==> config.mk <==
export PLATFORM = sky130hd
export DESIGN_NAME = shared_resource_arbiter_3
export DESIGN_NICKNAME = d
export VERILOG_FILES = /design/src/rtl/shared_resource_arbiter_3_pkg.sv /design/src/rtl/rr_pick_3.sv /design/src/rtl/shared_resource_arbiter_3.sv
export SDC_FILE = /design/constraint.sdc
export NUM_CORES = 1
export LEC_CHECK = 0
export ABC_AREA = 1
export CAP_MARGIN = 20
export CORE_ASPECT_RATIO = 1.5
export CORE_MARGIN = 2
export CORE_UTILIZATION = 56
export DETAILED_ROUTE_END_ITERATION = 6
export GPL_TIMING_DRIVEN = 1
export PLACE_DENSITY = 0.78
export SLEW_MARGIN = 20
export SYNTH_ARGS = -nofsm -noshare
export SYNTH_HDL_FRONTEND = slang
export SYNTH_HIERARCHICAL = 1
export SYNTH_SLANG_ARGS = --single-unit
==> constraint.sdc <==
create_clock -name Clock -period 2.8 [get_ports Clock]
set_input_delay 0.7 -clock Clock [delete_from_list [all_inputs] [get_ports Clock]]
set_output_delay 0.7 -clock Clock [all_outputs]
set_load 0.02 [all_outputs]
==> src/rtl/shared_resource_arbiter_3_pkg.sv <==
// Shared definitions for the three-requester round-robin arbiter.
package shared_resource_arbiter_3_pkg;

  localparam int unsigned HOLD_CNT_WIDTH = 8;

  typedef enum logic [1:0] {
    IDLE    = 2'd0,
    GRANTED = 2'd1,
    RECOVER = 2'd2
  } arb_state_e;

  // Index of the set bit in a one-hot pick; all-zero maps to 0.
  function automatic logic [1:0] onehot_idx(input logic [2:0] oh);
    if (oh[1])      return 2'd1;
    else if (oh[2]) return 2'd2;
    else            return 2'd0;
  endfunction

endpackage

==> src/rtl/rr_pick_3.sv <==
// Combinational round-robin pick: searches Last+1, Last+2, Last (mod 3).
module rr_pick_3 (
  input  logic [2:0] i_req,
  input  logic [1:0] i_last,
  output logic [2:0] o_pick,
  output logic       o_valid
);

  logic [1:0] w_idx;

  always_comb begin
    o_pick  = '0;
    o_valid = 1'b0;
    w_idx   = '0;
    for (int unsigned k = 1; k <= 3; k++) begin
      w_idx = 2'((32'(i_last) + k) % 3);
      if (!o_valid && i_req[w_idx]) begin
        o_pick[w_idx] = 1'b1;
        o_valid       = 1'b1;
      end
    end
  end

endmodule

==> src/rtl/shared_resource_arbiter_3.sv <==
// Round-robin arbiter granting one of three masters a shared resource,
// with per-input polarity, hold timeout and a one-cycle turnaround.
module shared_resource_arbiter_3
  import shared_resource_arbiter_3_pkg::*;
#(
  parameter logic [2:0]  BubblesMask   = 3'b000,
  parameter int unsigned MaxHoldCycles = 15
) (
  input  logic Clock,
  input  logic Reset,
  input  logic Request_1,
  input  logic Request_2,
  input  logic Request_3,
  input  logic Done,
  output logic Grant_1,
  output logic Grant_2,
  output logic Grant_3,
  output logic Busy,
  output logic Timeout,
  output logic Idle
);

  localparam bit LIMIT_EN = (MaxHoldCycles != 0);
  localparam logic [HOLD_CNT_WIDTH-1:0] HOLD_LAST =
    HOLD_CNT_WIDTH'((MaxHoldCycles == 0) ? 0 : MaxHoldCycles - 1);

  arb_state_e                r_state, w_state_nxt;
  logic [2:0]                r_grant, w_grant_nxt;
  logic [1:0]                r_last, w_last_nxt;
  logic [HOLD_CNT_WIDTH-1:0] r_hold, w_hold_nxt;
  logic                      r_busy, w_busy_nxt;
  logic                      r_timeout, w_timeout_nxt;

  logic [2:0] w_req;
  logic [2:0] w_pick;
  logic       w_valid;
  logic       w_owner_req;
  logic       w_limit;

  assign w_req       = {Request_3, Request_2, Request_1} ^ BubblesMask;
  assign w_owner_req = |(w_req & r_grant);
  assign w_limit     = LIMIT_EN && (r_hold == HOLD_LAST);

  rr_pick_3 u_pick (
    .i_req   (w_req),
    .i_last  (r_last),
    .o_pick  (w_pick),
    .o_valid (w_valid)
  );

  always_comb begin
    w_state_nxt   = r_state;
    w_grant_nxt   = r_grant;
    w_last_nxt    = r_last;
    w_hold_nxt    = r_hold;
    w_busy_nxt    = r_busy;
    w_timeout_nxt = 1'b0;
    case (r_state)
      IDLE: begin
        if (w_valid) begin
          w_grant_nxt = w_pick;
          w_last_nxt  = onehot_idx(w_pick);
          w_hold_nxt  = '0;
          w_busy_nxt  = 1'b1;
          w_state_nxt = GRANTED;
        end
      end
      GRANTED: begin
        // Done / request drop outrank the hold limit, so Timeout only
        // fires when the limit is the sole release cause.
        if (Done || !w_owner_req || w_limit) begin
          w_grant_nxt   = '0;
          w_busy_nxt    = 1'b0;
          w_timeout_nxt = !(Done || !w_owner_req);
          w_state_nxt   = RECOVER;
        end else if (r_hold != '1) begin
          w_hold_nxt = r_hold + 1'b1;
        end
      end
      RECOVER: begin
        w_state_nxt = IDLE;
      end
      default: begin
        w_grant_nxt = '0;
        w_busy_nxt  = 1'b0;
        w_state_nxt = IDLE;
      end
    endcase
  end

  always_ff @(posedge Clock or posedge Reset) begin
    if (Reset) begin
      r_state   <= IDLE;
      r_grant   <= '0;
      r_last    <= 2'd2;
      r_hold    <= '0;
      r_busy    <= 1'b0;
      r_timeout <= 1'b0;
    end else begin
      r_state   <= w_state_nxt;
      r_grant   <= w_grant_nxt;
      r_last    <= w_last_nxt;
      r_hold    <= w_hold_nxt;
      r_busy    <= w_busy_nxt;
      r_timeout <= w_timeout_nxt;
    end
  end

  assign Grant_1 = r_grant[0];
  assign Grant_2 = r_grant[1];
  assign Grant_3 = r_grant[2];
  assign Busy    = r_busy;
  assign Timeout = r_timeout;
  assign Idle    = (r_state == IDLE) && !(|w_req);

endmodule

==> reports/qor.yml <==
end_kind: "primary output"
critical_path_class: "in2out"
cts_sinks: 17
relSlewSlack_pct: 57.8
synth-seq-cells: 17
syn_to_final_growth_pct: 16.4
clockRootBuffer: "clkbuf_4"
status: "finished clean"
worstHoldPathType: "reg2reg"
core_area_um2: 2030
initial_core_util_pct: 59.3
p_per_area_nw_per_um2: 882
globalplace.congestion: 0.880
hold_buffers: 0
crit_slowest_cell: "clkdlybuf4s50_1"
synthesis.nets: 185
wl_per_cell_um: 12.4
drtIter0Drc: 38
vias: 1137
finalSetupTns_ns: 0
cts_tree: "built"
final_nets: 205
fmax_ghz: 0.428
post_cts_buffers: 0
setup_violations: 0
finClkSkew_ns: 0.00179
die_w_um: 41.8
post_cts_resized: 0
grt_pass1_wl_mm: 4.53
avgViaCountPerCell: 5.31
wirelength_mm: 2.66
antenna_found_initial: 0
crit_required_ns: 2.10
path_cells: "clkdlybuf4s50_1 -> nor4_1 -> dlymetal6s2s_1"
synth_cells: 173
grt-ovfl-total: 0
antenna_left: 0
fp.dieArea_um2: 2540
drv_slew: 0
rows: 20
max_stage_delay_ns: 0.42
clkSlewWorstSetupHoldPaths_ns: 0.10
finalCritPeriodShare_pct: 83.5
period_needed_ns: 2.34
grtUsageTotal_pct: 23.0
cts_buffer_depth: 2
yosysUniqueCellTypes: 20
drc: 0
grt_max_degree: 18
antennaDiodeCount: 0
layout-drive-gt1-share_pct: 13.5
postLayoutCoreUtil_pct: 69.1
cp_max_fo: 2
ios: 12
fill_cells: 188
yosysSeqAreaShare_pct: 35.5
stdcell_count: 214
power_w: 0.00123
cts-buffers-inserted: 3
startpoint_type: "input port"
leakage_nw: 0.765
syn_avg_cell_area_um2: 6.95
io_buffers: 11
drv_cap: 0
syn_area_um2: 1200
grt_pass1_vias: 1124
hold_violations: 0
fin_ws_ns: 0.462
dpl.hpwl_mm: 2.10
tightest_slew_ns: 0.632
clk_latency_ns: 0.28
ys_warn_count: 6
first_pass_iters: 4
die_h_um: 60.8
crit_arrival_ns: 1.64
dp.cells: 210
dpl_worst_slack_ns: 0.0452
ir_worst_vdd_mv: 0.439
htree_levels: 1
rsz0062_at_grt: "no"
metrics by stage:
stage | instance area (um2) | hold slack, ns
finish | 1400 | 0.482
global route | 1400 | 0.508
CTS | 1400 | 0.489
detailed placement | 1370 | 0.466
global placement | 1370 | 0.458
floorplan | 1200 | 0.485
logic make-up after synthesis:
| family | count (synthesis) | share of synthesized area, % |
|---|---|---|
| AOI/OAI and AO/OA | 10 | 5.41 |
| adders and majority gates | 6 | 6.24 |
| DFF | 17 | 35.5 |
| buffers and inverters | 24 | 7.49 |
| and+or+nand+nor | 116 | 45.4 |
Yosys cell counts (all sizes together):
master	n	share of area [%]
dfstp	1	2.2
ha	6	6.2
o21ai	3	1.2
o21bai	1	1.6
nand4	2	1.0
a31oi	1	0.52
inv	24	7.5
nor3	1	0.42
dfrtp	16	33
a21oi	5	2.1
nand3	25	11
nor4	1	0.52
nor2	20	8.1
nand2	67	24
power breakdown:
part | internal [W] | total, W | leakage, nW | switching [W]
registers | 0.000306 | 0.000351 | 0.225 | 0.0000452
logic | 0.000266 | 0.000755 | 0.522 | 0.000489
clock network | 0.0000529 | 0.000128 | 0.0177 | 0.0000750
total | 0.000625 | 0.00123 | 0.765 | 0.000609
worst paths after layout:
path                            startpoint  slack [ns]         to  cells after the start
worst max-delay path             Request_1        0.46       Idle                      3
worst min-delay path                  Busy        0.48       Busy                      2
worst max register to register   r_last[0]        0.63  r_hold[2]                     15
worst min register to register        Busy        0.48       Busy                      2
max in group asynchronous            Reset        1.60  r_hold[3]                      2
min in group asynchronous            Reset        0.80       Busy                      2
sequential cells by signal, indices dropped and copies added, names as in the netlist:
register / cells
r_state: 2
r_grant: 3
r_hold: 8
Busy: 1
r_last: 2
Timeout: 1
critical path, delay by kind of cell:
family	cells	cell delay, ns
buffers and inverters	2	0.68
AND/OR/NAND/NOR	1	0.26
routing by layer:
metal / part of all wire [%] / track usage, %
met1: 40 / 23.1
met2: 55 / 47.3
met3: 3.2 / 2.38
met4: 2.2 / 9.68
met5: 0 / 0
cell type report:
type | count | area, um2 | share of cell area (%)
Timing Repair Buffer | 15 | 143 | 10.2
Clock inverter | 1 | 5.00 | 0.357
Multi-Input combinational cell | 132 | 686 | 49.0
Sequential cell | 17 | 427 | 30.5
Tap cell | 22 | 27.5 | 1.97
Clock buffer | 3 | 22.5 | 1.61
Inverter | 24 | 90.1 | 6.43
placed cells by master (no fill, tap or decap), drive strengths merged:
master         Yosys  routed
nor4               1       1
clkdlybuf4s50      0      10
buf                0       4
dfrtp             16      16
nor2              20      20
o21ai              3       3
nand3             25      25
dlymetal6s2s       0       1
ha                 6       6
clkinv             0       1
clkbuf             0       3
o21bai             1       1
inv               24      24
a31oi              1       1
nor3               1       1
dfstp              1       1
a21oi              5       5
nand2             67      67
nand4              2       2
Power figures use the tool's default switching activity.
